<file path="config.mk">
export PLATFORM = sky130hd
export DESIGN_NAME = spinner_input_conditioner
export DESIGN_NICKNAME = d
export VERILOG_FILES = /design/src/rtl/spinner_input_conditioner.sv
export SDC_FILE = /design/constraint.sdc
export NUM_CORES = 1
export LEC_CHECK = 0
export ABC_AREA = 1
export BUFFER_PORTS_ARGS = -buffer_cell sky130_fd_sc_hd__buf_2
export CAP_MARGIN = 5
export CORE_MARGIN = 2
export CORE_UTILIZATION = 30
export CTS_CLUSTER_SIZE = 25
export DETAILED_ROUTE_END_ITERATION = 7
export PLACE_DENSITY = 0.55
export SYNTH_ARGS = -nofsm -noshare
export SYNTH_HDL_FRONTEND = slang
export SYNTH_SLANG_ARGS = --single-unit
export TNS_END_PERCENT = 10
</file>
<file path="constraint.sdc">
create_clock -name clk -period 2.95 [get_ports clk]
set_clock_uncertainty 0.15 [all_clocks]
set_input_delay 0.4425 -clock clk [delete_from_list [all_inputs] [get_ports clk]]
set_output_delay 0.4425 -clock clk [all_outputs]
set_load 0.05 [all_outputs]
</file>
<file path="src/rtl/spinner_input_conditioner.sv">
// spinner_input_conditioner
// Conditions the raw spinner switches: synchronises and debounces speed,
// tail and direction, flags any accepted change with a one-cycle strobe, and
// produces the spinner step tick whose period follows the debounced speed.
module spinner_input_conditioner #(
  parameter int SYNC_STAGES      = 2,
  parameter int SAMPLE_DIV_WIDTH = 10,
  parameter int DEBOUNCE_COUNT   = 4,
  parameter int STEP_SHIFT       = 18,
  parameter int STEP_WIDTH       = 22
) (
  input  logic       clk,
  input  logic       reset,
  input  logic [2:0] sw_speed_raw,
  input  logic       sw_tail_raw,
  input  logic       sw_dir_raw,
  input  logic       step_en,
  output logic [2:0] speed,
  output logic       tail,
  output logic       direction,
  output logic       changed,
  output logic       step_tick
);

  localparam int              DB_W    = $clog2(DEBOUNCE_COUNT + 1);
  localparam logic [DB_W-1:0] DB_LAST = DB_W'(DEBOUNCE_COUNT - 1);

  // Step terminal count: ((speed + 1) << STEP_SHIFT) - 1, kept in STEP_WIDTH bits.
  function automatic logic [STEP_WIDTH-1:0] step_terminal(input logic [2:0] spd);
    logic [STEP_WIDTH-1:0] base;
    base = STEP_WIDTH'(spd) + STEP_WIDTH'(1);
    return (base << STEP_SHIFT) - STEP_WIDTH'(1);
  endfunction

  logic [SYNC_STAGES-1:0][2:0]  speed_sync;
  logic [SYNC_STAGES-1:0]       tail_sync;
  logic [SYNC_STAGES-1:0]       dir_sync;
  logic [2:0]                   speed_s;
  logic                         tail_s;
  logic                         dir_s;

  logic [SAMPLE_DIV_WIDTH-1:0]  sample_div;
  logic                         sample_tick;

  logic [DB_W-1:0]              tail_cnt;
  logic [DB_W-1:0]              dir_cnt;
  logic [DB_W-1:0]              speed_cnt;
  logic [2:0]                   speed_last;

  logic                         tail_accept;
  logic                         dir_accept;
  logic                         speed_accept;

  logic [STEP_WIDTH-1:0]        step_cnt;
  logic [STEP_WIDTH-1:0]        step_term;

  // Only the final synchroniser stage is safe to use downstream.
  assign speed_s = speed_sync[SYNC_STAGES-1];
  assign tail_s  = tail_sync[SYNC_STAGES-1];
  assign dir_s   = dir_sync[SYNC_STAGES-1];

  assign sample_tick = &sample_div;

  // A channel accepts when this sample would be the DEBOUNCE_COUNT-th agreeing one.
  assign tail_accept  = sample_tick && (tail_s != tail)     && (tail_cnt == DB_LAST);
  assign dir_accept   = sample_tick && (dir_s != direction) && (dir_cnt == DB_LAST);
  assign speed_accept = sample_tick && (speed_s != speed) && (speed_s == speed_last)
                        && (speed_cnt == DB_LAST);

  assign step_term = step_terminal(speed);

  // Synchroniser chains; reset values match the outputs they feed so no
  // spurious debounce activity follows reset release.
  always_ff @(posedge clk or negedge reset) begin
    if (!reset) begin
      speed_sync <= '0;
      tail_sync  <= '1;
      dir_sync   <= '0;
    end else begin
      speed_sync <= {speed_sync[SYNC_STAGES-2:0], sw_speed_raw};
      tail_sync  <= {tail_sync[SYNC_STAGES-2:0], sw_tail_raw};
      dir_sync   <= {dir_sync[SYNC_STAGES-2:0], sw_dir_raw};
    end
  end

  // Free-running sample divider; wraps naturally after the all-ones tick.
  always_ff @(posedge clk or negedge reset) begin
    if (!reset) sample_div <= '0;
    else        sample_div <= sample_div + 1'b1;
  end

  // Tail debounce: count consecutive disagreeing samples, accept on the last one.
  always_ff @(posedge clk or negedge reset) begin
    if (!reset) begin
      tail     <= 1'b1;
      tail_cnt <= '0;
    end else if (sample_tick) begin
      if (tail_accept) begin
        tail     <= tail_s;
        tail_cnt <= '0;
      end else if (tail_s != tail) begin
        tail_cnt <= tail_cnt + 1'b1;
      end else begin
        tail_cnt <= '0;
      end
    end
  end

  // Direction debounce: same scheme as tail.
  always_ff @(posedge clk or negedge reset) begin
    if (!reset) begin
      direction <= 1'b0;
      dir_cnt   <= '0;
    end else if (sample_tick) begin
      if (dir_accept) begin
        direction <= dir_s;
        dir_cnt   <= '0;
      end else if (dir_s != direction) begin
        dir_cnt <= dir_cnt + 1'b1;
      end else begin
        dir_cnt <= '0;
      end
    end
  end

  // Speed debounce as a group: the run only grows while the whole code is
  // repeated, so codes seen mid-transition restart the count instead of
  // being accepted.
  always_ff @(posedge clk or negedge reset) begin
    if (!reset) begin
      speed      <= '0;
      speed_cnt  <= '0;
      speed_last <= '0;
    end else if (sample_tick) begin
      speed_last <= speed_s;
      if (speed_accept) begin
        speed     <= speed_s;
        speed_cnt <= '0;
      end else if (speed_s != speed) begin
        if (speed_s == speed_last) speed_cnt <= speed_cnt + 1'b1;
        else                       speed_cnt <= DB_W'(1);
      end else begin
        speed_cnt <= '0;
      end
    end
  end

  // One change strobe, aligned with the first cycle the new value is visible.
  always_ff @(posedge clk or negedge reset) begin
    if (!reset) changed <= 1'b0;
    else        changed <= tail_accept | dir_accept | speed_accept;
  end

  // Step generator; the >= compare lets a shortened period fire at once
  // instead of wrapping the counter.
  always_ff @(posedge clk or negedge reset) begin
    if (!reset) begin
      step_cnt  <= '0;
      step_tick <= 1'b0;
    end else if (!step_en) begin
      step_cnt  <= '0;
      step_tick <= 1'b0;
    end else if (step_cnt >= step_term) begin
      step_cnt  <= '0;
      step_tick <= 1'b1;
    end else begin
      step_cnt  <= step_cnt + 1'b1;
      step_tick <= 1'b0;
    end
  end

endmodule

</file>
Yosys cells after proc, flatten, opt, wreduce, memory -nomap -nowiden:

Cells that the tools add are included.

* flip-flop bits (word level): 61
* latch bits: 0
* RAM bits: 0
* ROM bits: 0
* input bits: 8
* output and inout bits: 7
* word-level logic and storage cells: 54
* memories: 0

* add/sub/neg operators: 7
* multipliers: 0
* divide/modulo/power cells: 0
* order comparisons: 1
* eq/ne operators: 7
* shift-type cells: 0
* multiplexer cells: 11
* bitwise gates (word level): 2
* reduce and logical (&&, ||, !) cells: 11

Operators with widths (number)
* two-way mux 22 bit: 2
* AND reduction 11 bit: 3
* adder 22 x 1 -> 22 bit (second input constant): 1
* >= comparator 22 bit: 1
* subtractor 22 x 1 -> 22 bit (second input constant): 1
* two-way mux 3 bit: 7
* adder 10 x 1 -> 10 bit (second input constant): 1
* AND reduction 10 bit: 1
* adder 3 x 1 -> 3 bit (second input constant): 3
* equality test 3 x 2 -> 1 bit (second input constant): 3
* logical AND 1 bit: 7
* adder 3 x 1 -> 4 bit (second input constant): 1
* equality test 3 bit: 1
* != test 3 bit: 1
* two-way mux 1 bit: 2
* != test 1 bit: 2
* bitwise OR 1 bit: 2

Depth between registers and ports, before layout:

* word-level depth: 5
* depth in mapped cells: 13
* depth with buffers taken out: 12

Worst setup path before layout:

No wires, ideal clock.

* path type: register -> register
* start point: reg speed[0]
* end point: reg step_cnt[12]
* arrival: 2236 ps
* path slack: 445 ps
* stages on the path, launching flop included: 13
* period minus slack after synthesis: 2505 ps
* cells stage by stage: dfrtp_1 ha_1 nor3_1 xor2_1 ha_1 nand2_1 nor2_1 nand2_1 nor2_1 nand2_1 nand3_2 buf_6 nor2_1

* word-level cells in the longest chain between the ends: 5

RTL lines
* start, declared: RTL line 18 `output logic [2:0] speed,`
* start signal, assigned: RTL line 137 `speed <= speed_s;`
* adder 3 x 1 -> 4 bit: RTL line 31 `base = STEP_WIDTH'(spd) + STEP_WIDTH'(1);`
* subtractor 22 x 1 -> 22 bit: RTL line 32 `return (base << STEP_SHIFT) - STEP_WIDTH'(1);`
* >= comparator 22 bit: RTL line 163 `end else if (step_cnt >= step_term) begin`
* two-way mux 22 bit: RTL line 163
* two-way mux 22 bit: RTL line 160 `end else if (!step_en) begin`
* end signal, assigned: RTL line 167 `step_cnt <= step_cnt + 1'b1;`
* end, declared: RTL line 54 `logic [STEP_WIDTH-1:0] step_cnt;`

Every way passes these cells.
A chain may end at the register's enable or synchronous reset.

Worst setup path after layout:

* start point: reg speed[0]
* end point: reg step_cnt[5]

The elaborated chain is that of the path after synthesis.

==> flow_summary.toml <==
[timing]
report.final.hold_viol_count = 0
fmax_ghz = 0.386
setup_violations = 0
fin_crit_ns = 2.59
rsz0062_at_grt = "false"
final.setup.tns_ns = 0
worstMarginPinSlew_ns = 0.672
period_share = 0.878
slew_headroom = 0.552
final_max_slew_viol_count = 0
fin_hold_ws_ns = 0.0473

[synth]
syn_inst = 355
synth_edf_count = 0
avgSynthCellArea_um2 = 8.65
ys_seq_area_frac = 0.499
synth_area_um2 = 3070
synthesis.nets = 376
yosys_warnings = 0
synth.distinct_cells = 30
synth-async-reset-ratio = 1.00
ys_seq_elements = 61
synthFlopType = "dfrtp_1"

[floorplanning]
dieArea_um2 = 11100
die_w_um = 105
start_util = 0.311
io_pins = 15
die_y_um = 105
fp.coreArea_um2 = 9860
rows = 36

[clock_network]
clk_pin_slew_worst_paths_ns = 0.07
clockBufferDepth = 2
numCtsBuffers = 9
clock_latency_ns = 0.33
cts-root-buf = "clkbuf_8"
clkSinkCount = 61
tritoncts = "built"
cts-htree-levels = 3

[layout]
drive_gt1_frac = 0.143
syn2layout_area_growth_pct = 15.3
diodes = 0
n_fill_cell = 977
finalInstanceArea_um2 = 3540
stdcell_count = 517
fin_nets = 400

[global_routing]
grt_max_degree = 34
gr-total-overflow = 0
antenna_found_initial = 0
grt_pass1_wl_um = 10300
track_usage = 0.117
grt_pass1_vias = 2309

[min_path]
hp-class = "input pin to flip-flop"
whs_path_depth = 1

[power]
finalPower_uw = 1750
power_density_nw_per_um2 = 495
netSwitchingPower_uw = 387
power_frac_comb = 0.027
ir_drop_v = 0.000178
p_clk_frac = 0.485
p_leak_uw = 0.00163
seq_power_share = 0.489
p_int_uw = 1370
switching_share = 0.221

[routing]
via_per_inst = 4.38
drt-total-wl_um = 5520
wl_per_cell_um = 10.7
drtAntennaViolNets = 0
firstDrtPassIters = 4
drt-initial-drc-count = 67
vias = 2263
route.detailed.drc = 0

[worst_setup_path]
crit_type = "flip-flop to flip-flop"
cp_max_fo = 22
start_kind = "flip-flop"
worstPathArrival_ns = 2.69
setup.worst_path.end_class = "flip-flop"
worstRegToRegCells = 8
required_ns = 3.05

[run_status]
status = "finished clean"

[placed_design]
place_area_um2 = 3300
place.gp.congestion = 0.792
dp.cells = 500
portBuffers = 14
post-dp-hpwl_um = 3950

[run]
cap_violations = 0
[layout by cell type (no fill, tap or decap)]
master / count
clkinvlp_4: 1
xnor2_1: 13
nor2_1: 49
nand3_4: 1
buf_2: 14
inv_1: 28
o21ai_0: 1
nor3_1: 3
dfstp_2: 3
nor2_2: 8
a21oi_2: 1
o21bai_1: 3
o22ai_1: 2
o21a_1: 1
buf_12: 1
and2_1: 1
nand3_2: 3
nand4_1: 1
ha_1: 13
nand2_2: 2
bufinv_16: 2
o21ai_1: 6
inv_2: 3
nand3_1: 22
a21oi_1: 2
dfrtp_1: 58
nand2_1: 108
clkbuf_8: 10
inv_6: 1
nand3b_1: 1
clkinv_4: 2
a21boi_0: 1
xor2_1: 15
dlygate4sd3_1: 1
nor3_4: 1
nor2_4: 2
[sequential cells by signal, summed over array words and instances, names as in the netlist]
| signal | count |
|---|---|
| dir_cnt | 3 |
| sample_div | 10 |
| tail_cnt | 3 |
| step_cnt | 22 |
| dir_sync | 2 |
| direction | 1 |
| changed | 1 |
| speed_last | 3 |
| speed | 3 |
| step_tick | 1 |
| speed_s | 3 |
| speed_cnt | 3 |
| tail | 1 |
| tail_sync | 2 |
| speed_sync | 3 |
[power groups by stage]
stage	Sequential (uW)	Combinational, uW	Clock [uW]
floorplan	871	21.3	0
CTS	856	49.3	881
finish	856	46.6	850
global route	858	55.2	920
detailed placement	873	48.2	0
global placement	872	47.2	0
[metrics by stage]
step / util / setup slack, ns
global placement: 0.334 / 0.438
floorplan: - / 0.445
detailed placement: 0.334 / 0.342
global route: 0.359 / 0.0473
CTS: 0.359 / 0.323
finish: 0.359 / 0.359
[critical path, cell delays in order (launching register included)]
cell,delay (ns)
dfrtp_1,0.43
ha_1,0.34
nor3_1,0.23
xor2_1,0.18
ha_1,0.26
a21oi_1,0.15
o21a_1,0.16
nand3_2,0.39
nor2_1,0.22
[cell families (layout without fill, tap and decap cells)]
family / Yosys count / count (layout) / synth area share
compound gates: 17 / 17 / 0.0338
xor+xnor: 28 / 28 / 0.0799
fa+ha+maj: 13 / 13 / 0.0530
buf+inv: 34 / 63 / 0.0469
flops: 61 / 61 / 0.499
simple gates: 202 / 202 / 0.288
[Yosys cell counts, types with 3 or more instances]
library cell / instances / area (um2)
nand3_1: 22 / 110
inv_2: 3 / 11.3
dfstp_2: 3 / 78.8
ha_1: 13 / 163
nand3_2: 3 / 30.0
nor2_1: 49 / 184
o21ai_1: 6 / 30.0
dfrtp_1: 58 / 1450
xnor2_1: 13 / 114
nand2_1: 108 / 405
inv_1: 28 / 105
xor2_1: 15 / 131
nor2_2: 8 / 50.1
nor3_1: 3 / 15.0
o21bai_1: 3 / 22.5
[worst paths after layout]
| kind | slack, ns | start | endpoint |
|---|---|---|---|
| worst max-delay path | 0.36 | speed[0] | step_cnt[5] |
| worst min-delay path | 0.05 | sw_tail_raw | tail_sync[0] |
| worst max register to register | 0.36 | speed[0] | step_cnt[5] |
| worst min register to register | 0.20 | dir_sync[0] | dir_sync[1] |
| max in group asynchronous | 1.51 | reset | step_cnt[3] |
| min in group asynchronous | 0.52 | reset | sample_div[1] |
[area by class of cell]
type	instances	area [um2]	share of cell area
inverter	31	116	0.0329
timing repair buffer	16	100	0.0283
sequential	61	1530	0.432
multi-input combinational	260	1400	0.394
tap	133	166	0.0470
clock buffer	10	138	0.0389
clock inverter	6	93.8	0.0265
[routing by layer]
metal	vias to the layer above	routed length, um	global-route usage
li1	1166	-	-
met1	1061	2690	0.150
met2	25	2540	0.180
met3	11	153	0.0299
met4	0	131	0.0600
met5	-	0	0
[timing repair]
action                    CTS  global route
resized for setup           0             0
hold buffers                1             0
setup buffers               0             0
hold endpoints to repair   22             0
Note: power is estimated with default switching activity, not from simulation.
